==> src/rtl/uart_rx.sv <==
// 8N1 UART receiver: two-flop synchronizer, mid-bit sampling and framing-error detection.
// Received bytes appear with a one-cycle o_valid pulse and stay stable until the next byte.
module uart_rx #(
    parameter int CLKS_PER_BITS = 868
) (
    input  logic       clk,
    input  logic       rst_n,
    input  logic       i_rx_bit,
    output logic [7:0] o_data_byte,
    output logic       o_valid,
    output logic       o_frame_err,
    output logic       rx_busy
);

    localparam int HALF_BIT = (CLKS_PER_BITS - 1) / 2;
    localparam int CNT_W    = $clog2(CLKS_PER_BITS);
    localparam logic [CNT_W-1:0] CNT_HALF = CNT_W'(HALF_BIT);
    localparam logic [CNT_W-1:0] CNT_LAST = CNT_W'(CLKS_PER_BITS - 1);

    typedef enum logic [2:0] {
        IDLE,
        START,
        DATA,
        STOP,
        WAIT_HIGH
    } state_t;

    state_t           state_reg, state_next;
    logic [CNT_W-1:0] cnt_reg, cnt_next;
    logic [3:0]       idx_reg, idx_next;
    logic [7:0]       shift_reg, shift_next;
    logic [7:0]       data_reg, data_next;
    logic             valid_reg, valid_next;
    logic             err_reg, err_next;
    logic             busy_reg, busy_next;
    logic             rx_meta_reg, rx_s_reg;
    logic             shift_en;

    // The line idles high, so the synchronizer resets to 1 to avoid a false start bit.
    always_ff @(posedge clk or negedge rst_n) begin
        if (!rst_n) begin
            rx_meta_reg <= 1'b1;
            rx_s_reg    <= 1'b1;
        end else begin
            rx_meta_reg <= i_rx_bit;
            rx_s_reg    <= rx_meta_reg;
        end
    end

    // Each shift bit loads only when the current index points at it.
    for (genvar gi = 0; gi < 8; gi++) begin : g_shift
        assign shift_next[gi] = (shift_en && idx_reg == 4'(gi)) ? rx_s_reg : shift_reg[gi];
    end

    always_ff @(posedge clk or negedge rst_n) begin
        if (!rst_n) begin
            state_reg <= IDLE;
            cnt_reg   <= '0;
            idx_reg   <= '0;
            shift_reg <= '0;
            data_reg  <= '0;
            valid_reg <= 1'b0;
            err_reg   <= 1'b0;
            busy_reg  <= 1'b0;
        end else begin
            state_reg <= state_next;
            cnt_reg   <= cnt_next;
            idx_reg   <= idx_next;
            shift_reg <= shift_next;
            data_reg  <= data_next;
            valid_reg <= valid_next;
            err_reg   <= err_next;
            busy_reg  <= busy_next;
        end
    end

    always_comb begin
        state_next = state_reg;
        cnt_next   = cnt_reg;
        idx_next   = idx_reg;
        data_next  = data_reg;
        valid_next = 1'b0;
        err_next   = 1'b0;
        busy_next  = busy_reg;
        shift_en   = 1'b0;

        unique case (state_reg)
            IDLE: begin
                cnt_next  = '0;
                idx_next  = '0;
                busy_next = 1'b0;
                if (!rx_s_reg) begin
                    state_next = START;
                    busy_next  = 1'b1;
                end
            end
            START: begin
                if (cnt_reg == CNT_HALF) begin
                    if (!rx_s_reg) begin
                        cnt_next   = '0;
                        state_next = DATA;
                    end else begin
                        state_next = IDLE;
                        busy_next  = 1'b0;
                    end
                end else begin
                    cnt_next = cnt_reg + 1'b1;
                end
            end
            DATA: begin
                if (cnt_reg == CNT_LAST) begin
                    cnt_next = '0;
                    shift_en = 1'b1;
                    if (idx_reg == 4'd7) begin
                        idx_next   = '0;
                        state_next = STOP;
                    end else begin
                        idx_next = idx_reg + 4'd1;
                    end
                end else begin
                    cnt_next = cnt_reg + 1'b1;
                end
            end
            STOP: begin
                // Leaving at mid stop bit leaves time to catch an immediately following start bit.
                if (cnt_reg == CNT_LAST) begin
                    cnt_next = '0;
                    if (rx_s_reg) begin
                        data_next  = shift_reg;
                        valid_next = 1'b1;
                        state_next = IDLE;
                    end else begin
                        err_next   = 1'b1;
                        state_next = WAIT_HIGH;
                    end
                end else begin
                    cnt_next = cnt_reg + 1'b1;
                end
            end
            WAIT_HIGH: begin
                if (rx_s_reg) begin
                    state_next = IDLE;
                end
            end
            default: begin
                state_next = IDLE;
            end
        endcase
    end

    assign o_data_byte = data_reg;
    assign o_valid     = valid_reg;
    assign o_frame_err = err_reg;
    assign rx_busy     = busy_reg;

endmodule

==> config.mk <==
export PLATFORM = sky130hd
export DESIGN_NAME = uart_rx
export DESIGN_NICKNAME = d
export VERILOG_FILES = /design/src/rtl/uart_rx.sv
export SDC_FILE = /design/constraint.sdc
export NUM_CORES = 1
export LEC_CHECK = 0
export CORE_MARGIN = 1.5
export CORE_UTILIZATION = 40
export DETAILED_ROUTE_END_ITERATION = 16
export PLACE_DENSITY = 0.62
export SYNTH_ARGS = -nofsm -noshare
export SYNTH_HDL_FRONTEND = slang
export SYNTH_SLANG_ARGS = --single-unit
==> constraint.sdc <==
create_clock -name clk -period 1.7 [get_ports clk]
set_input_delay 0.34 -clock clk [delete_from_list [all_inputs] [get_ports clk]]
set_output_delay 0.34 -clock clk [all_outputs]
set_load 0.02 [all_outputs]
==> flow_summary_export.csv <==
group,metric,value,unit
status,status,"finished with violations",
status,violations,"setup timing",
die,die_h,74.6,µm
detailed_routing,ant_nets,0,
die,num_io_pins,14,
clocking,numCtsBuffers,5,
die,rows,25,
detailed_routing,first_pass_iters,4,
detailed_routing,vias_per_cell,5.17,
die,coreArea,4820,µm²
global_route,grt_pass1_wl,7.41,mm
detailed_routing,vias,1547,
critical_path,worstPathRequired,1.88,ns
synth,synth.most_common_cell,"dfrtp_1",
synth,synth_seq_cells,38,
sta,tightest_slew,0.476,ns
critical_path,start_kind,"flop",
die,initial_core_util,0.425,
final_layout,drive_gt1_frac,0.375,
sta,timing.final.ws_setup,-0.175,ns
clocking,hold_buffers,0,
synth,synthDistinctLibCells,51,
final_layout,final_core_util,0.565,
detailed_routing,remaining_drc_errors,0,
power_and_ir_drop,p_leak,1.22,nW
critical_path,cp.arrival,2.06,ns
global_route,antenna_found_initial,0,
detailed_routing,drt-wirelength-per-cell,14.9,µm
detailed_routing,drt_wl_total,4.46,mm
power_and_ir_drop,power_switching,0.344,mW
min_path,hold_path.class,"in2async",
power_and_ir_drop,intPower,1.35,mW
synth,syn_inst,185,
power_and_ir_drop,pwr-share-seq,0.539,
synth,syn_avg_cell_area,11.1,µm²
power_and_ir_drop,swShare,0.203,
clocking,root_buffer,"clkbuf_8",
synth,synth_nets,194,
synth,synthFlopType,"dfrtp_1",
synth,async_flop_share,1.00,
sta,fin_crit,1.87,ns
final_layout,nets,240,
die,dieArea,5560,µm²
critical_path,slowest_delay,0.44,ns
final_layout,multi_input_area,1140,µm²
synth,synth_edf_count,0,
sta,achievable-frequency,0.533,GHz
placement,gp_congestion,0.914,
clocking,cts_max_level,2,
detailed_routing,drtIter0Drc,44,
clocking,clk_path_buf_depth,2,
clocking,cts_tree,"yes",
critical_path,regToRegSetupSlack,-0.17,ns
clocking,path_clk_slew,0.08,ns
final_layout,n_fill_cell,426,
sta,rsz0062_at_grt,"true",
global_route,grt_max_degree,39,
final_layout,regArea,956,µm²
flow_run,cap_violations,0,
synth,synth_area_leaders,"dfrtp_1, mux2_4, mux2_2",
sta,hold_viol_final,0,
final_layout,largest_reg_flops,10,
placement,hpwlAfterDp,3.18,mm
power_and_ir_drop,total_power,1.69,mW
critical_path,cp_cell_sequence,"ha_4, and4bb_2, nand4_4, buf_4, nor2_4, buf_12, mux2_4",
final_layout,syn_to_final_growth,32.8,%
critical_path,slowest_stage,"dfrtp_2",
power_and_ir_drop,power.density,621,nW/µm²
sta,setup_viol,30,
sta,fin_crit_sh,1.10,
synth,yosysTopAreaCellShare,0.440,
global_route,grt_pass1_vias,1608,
synth,synthesis.area,2050,µm²
clocking,cts.sinks,38,
critical_path,path_class,"reg2reg",
clocking,clock_latency,0.29,ns
power_and_ir_drop,ir_worst_vdd,0.000308,V
sta,clock_skew,0.00557,ns
synth,yosys.area.top_type,"dfrtp_1",
power_and_ir_drop,clkPwrFrac,0.444,
sta,slew_violations,0,
sta,slew-limit-headroom,0.682,
critical_path,critPathCaptureType,"flop",
placement,portBuffers,13,
critical_path,path_buf_inv,2,
power_and_ir_drop,combPwrFrac,0.017,
critical_path,cpLargestDelayFamily,"simple AND/OR/NAND/NOR gates",
final_layout,antenna_cells,0,
global_route,grt_remaining_overflow,0,
critical_path,cp_max_fo,7,
global_route,grtUsageTotal,0.179,
die,die-width,74.6,µm
synth,ys_warn_count,0,
synth,ys_seq_area_frac,0.465,
synth,yosys-top-cells-count,"dfrtp_1, nand2_1, nor2_1, inv_1",
==> routing by layer <==
layer / part of all wire / global-route usage
met1: 0.45 / 0.205
met2: 0.49 / 0.306
met3: 0.035 / 0.0474
met4: 0.025 / 0.0929
met5: 0 / 0
==> area by class of cell <==
class,count,share of cell area
flip-flops and latches,38,0.351
multi-input cells,132,0.420
well taps,67,0.0308
clock inverters,3,0.0147
repair buffers,45,0.146
inverters,9,0.0124
clock buffers,5,0.0253
==> per-stage QoR <==
stage / TNS (ns) / instances / area [µm²] / setup slack [ns] / hold slack [ns]
after CTS: -4.19 / 293 / 2640 / -0.185 / 0.0992
after global routing: -6.18 / 299 / 2720 / -0.259 / 0.127
after detailed placement: -4.67 / 282 / 2460 / -0.239 / 0.351
after floorplan: -2.09 / 185 / 2120 / -0.138 / 0.0444
final: -3.71 / 299 / 2720 / -0.175 / 0.0893
after global placement: -3.30 / 282 / 2460 / -0.160 / 0.347
==> worst reg2reg max path, cell delays in order, from the launching register on <==
cell and delay, ns:
dfrtp_2 0.44, ha_4 0.15, and4bb_2 0.28, nand4_4 0.16, buf_4 0.19, nor2_4 0.12
buf_12 0.14, mux2_4 0.30
==> cells in the final DEF, fill, tap and decap left out, types with 2 or more instances in the layout <==
| master | count |
|---|---|
| or3_1 | 4 |
| buf_6 | 5 |
| nor3b_1 | 5 |
| clkinv_2 | 2 |
| mux2i_1 | 3 |
| nor3b_2 | 2 |
| o21ai_0 | 2 |
| buf_4 | 26 |
| dfrtp_2 | 2 |
| or3_4 | 2 |
| nor2_1 | 11 |
| a21o_1 | 3 |
| nor3_4 | 2 |
| nand3_1 | 5 |
| ha_4 | 2 |
| dfrtp_1 | 34 |
| clkbuf_8 | 5 |
| o21ai_1 | 9 |
| a21oi_2 | 3 |
| a21oi_1 | 2 |
| ha_1 | 4 |
| o21bai_1 | 2 |
| mux2_4 | 15 |
| inv_1 | 8 |
| clkdlybuf4s50_1 | 12 |
| dfstp_2 | 2 |
| nand2_1 | 23 |
| nand4b_1 | 2 |
==> repair_timing <==
action | 4_1_cts | 5_1_grt
gates resized for setup | 12 | 12
pin swaps | 17 | 13
endpoints found under the setup margin | 30 | 33
setup buffers | 3 | 6
==> power groups by stage <==
stage	clock network [mW]	logic (mW)	registers, mW
finish	0.750	0.0292	0.910
global route	0.816	0.0342	0.910
CTS	0.772	0.0311	0.910
detailed placement	0	0.0310	0.927
global placement	0	0.0302	0.927
floorplan	0	0.00522	0.927
==> kinds of logic after synthesis <==
| family | synth area share |
|---|---|
| multiplexers | 0.117 |
| flip-flops | 0.465 |
| AO/OA/AOI/OAI | 0.124 |
| adder cells (fa/ha/maj) | 0.0366 |
| buffers and inverters | 0.0348 |
| AND/OR/NAND/NOR | 0.222 |
==> worst paths after layout <==
path,from,end,depth (start not counted)
hold reg to reg,rx_meta_reg,rx_s_reg,0
setup reg to reg,cnt_reg[0],o_data_byte[6],7
max in group asynchronous,rst_n,cnt_reg[0],2
hold / removal,rst_n,idx_reg[2],2
min in group clk,rx_meta_reg,rx_s_reg,0
setup / recovery,cnt_reg[0],o_data_byte[6],7
(Power assumes the default switching activity.)
==> RTL edit: new RTL, same settings <==
`shift_reg` no longer has a reset.
--- a/src/rtl/uart_rx.sv
+++ b/src/rtl/uart_rx.sv
@@ -58,5 +58,4 @@
             cnt_reg   <= '0;
             idx_reg   <= '0;
-            shift_reg <= '0;
             data_reg  <= '0;
             valid_reg <= 1'b0;
@@ -67,5 +66,4 @@
             cnt_reg   <= cnt_next;
             idx_reg   <= idx_next;
-            shift_reg <= shift_next;
             data_reg  <= data_next;
             valid_reg <= valid_next;
@@ -73,4 +71,8 @@
             busy_reg  <= busy_next;
         end
+    end
+
+    always_ff @(posedge clk) begin
+        shift_reg <= shift_next;
     end
 
Check against the original RTL: same outputs for any inputs over 10 cycles, from zero or initial values and one cycle with rst_n low; that may be too few to reach the edited logic, so the function may still have changed.
==> RTL edit against the unedited design <==
  * The flow still finishes with violations (negative setup slack)
  * Clock skew increased by 0.0045 ns
  * Wire length increased by 4.3%
  * Sequential cell count unchanged
  * First-iteration DRC count increased by 55%
  * Non-clock buffer count increased by 7
  * Power increased by 9.9%
  * Worst setup slack improved by 0.090 ns
  * Area after synthesis decreased by 4.8%
  * Count of clock-buffer cells in the layout unchanged
  * Core utilization increased by 1.7 points
  * Final area increased by 0.97%
  * Final cell count increased by 0.33%
  * Fmax increased by 5.0%
  * Critical path type unchanged
==> RTL edit: results <==
group,metric,value,unit
route,vias_per_cell,5.31,
outcome,outcome,"finished, violations left",
outcome,violations,"negative setup slack",
route,initialDrtViolationCount,68,
sta,worst_pin_slew,0.392,ns
power,vdd_drop_max,0.000278,V
sta,worst_slack,-0.0848,ns
worst_setup_path,slowest_delay,0.40,ns
logic_synthesis,synthMuxAreaShare,6.73,%
worst_setup_path,cp_max_fo,3,
cells_and_area,final_nets,241,
sta,setup_violations,20,
route,routedWlPerCell,15.5,µm
worst_setup_path,critPathSlowestCell,"or3_4",
power,leakage,0.00111,µW
worst_setup_path,worstPathArrival,1.96,ns
logic_synthesis,synth.area.top_cells,"dfrtp_1 36%, edfxtp_1 12%, mux2_2 5.2%, ha_1 3.8%, o211ai_1 3.8%",
global_route,grt_max_degree,31,
logic_synthesis,synth.avg_cell_area,11.0,µm²
logic_synthesis,syn_nets,186,
cells_and_area,layout-drive-gt1-share,37.3,%
logic_synthesis,synthAdderAreaFrac,3.85,%
logic_synthesis,synth_common_cells,"28 x dfrtp_1, 17 x nand2_1, 10 x o211ai_1, 10 x o21ai_0",
sta,skew,0.0101,ns
global_route,grt_util_all_layers,18.7,%
placed_design,gp_congestion,0.882,
-- RTL edit: cell type report --
class	instances	area [µm²]
well taps	67	83.8
clock inverters	3	63.8
inverters	8	30.0
flip-flops and latches	38	993
fillers	396	1970
clock buffers	5	68.8
repair buffers	52	450
multi-input cells	127	1060
-- RTL edit: metrics by stage --
stage,setup slack [ns],hold slack [ns],util [%],setup TNS [ns]
2_1_floorplan,-0.193,0.0444,-,-1.26
3_3_place_gp,-0.0724,0.348,50.7,-0.886
3_5_place_dp,-0.146,0.348,50.7,-2.15
4_1_cts,-0.0452,0.358,55.6,-0.341
5_1_grt,-0.134,0.367,58.2,-2.10
6_report,-0.0848,0.357,58.2,-0.708
-- RTL edit: repair_timing --
action                     in CTS  in global routing
pin swaps                       3                 10
buffers inserted                6                  4
setup endpoints to repair      27                 32
gates resized for setup         9                 24
-- RTL edit: power by group through the flow --
stage | sequential (µW) | combinational [µW] | clock (µW)
3_3_place_gp | 955 | 26.3 | 0
4_1_cts | 937 | 27.4 | 914
5_1_grt | 937 | 31.3 | 953
6_report | 937 | 26.7 | 894
3_5_place_dp | 955 | 27.3 | 0
2_1_floorplan | 956 | 1.49 | 0
-- RTL edit: metal layers --
metal	GRT usage, %	routed length (µm)
met5	0	0
met1	21.3	1970
met3	3.45	185
met2	33.8	2430
met4	8.18	70
-- RTL edit: worst paths after layout --
path,cells past startpoint,slack (ns),start,endpoint
setup reg to reg,5,-0.08,cnt_reg[1],idx_reg[1]
hold / removal,0,0.36,rx_meta_reg,rx_s_reg
max in group asynchronous,2,0.94,rst_n,rx_meta_reg
min in group asynchronous,2,0.43,rst_n,o_data_byte[5]
hold reg to reg,0,0.36,rx_meta_reg,rx_s_reg
setup / recovery,5,-0.08,cnt_reg[1],idx_reg[1]
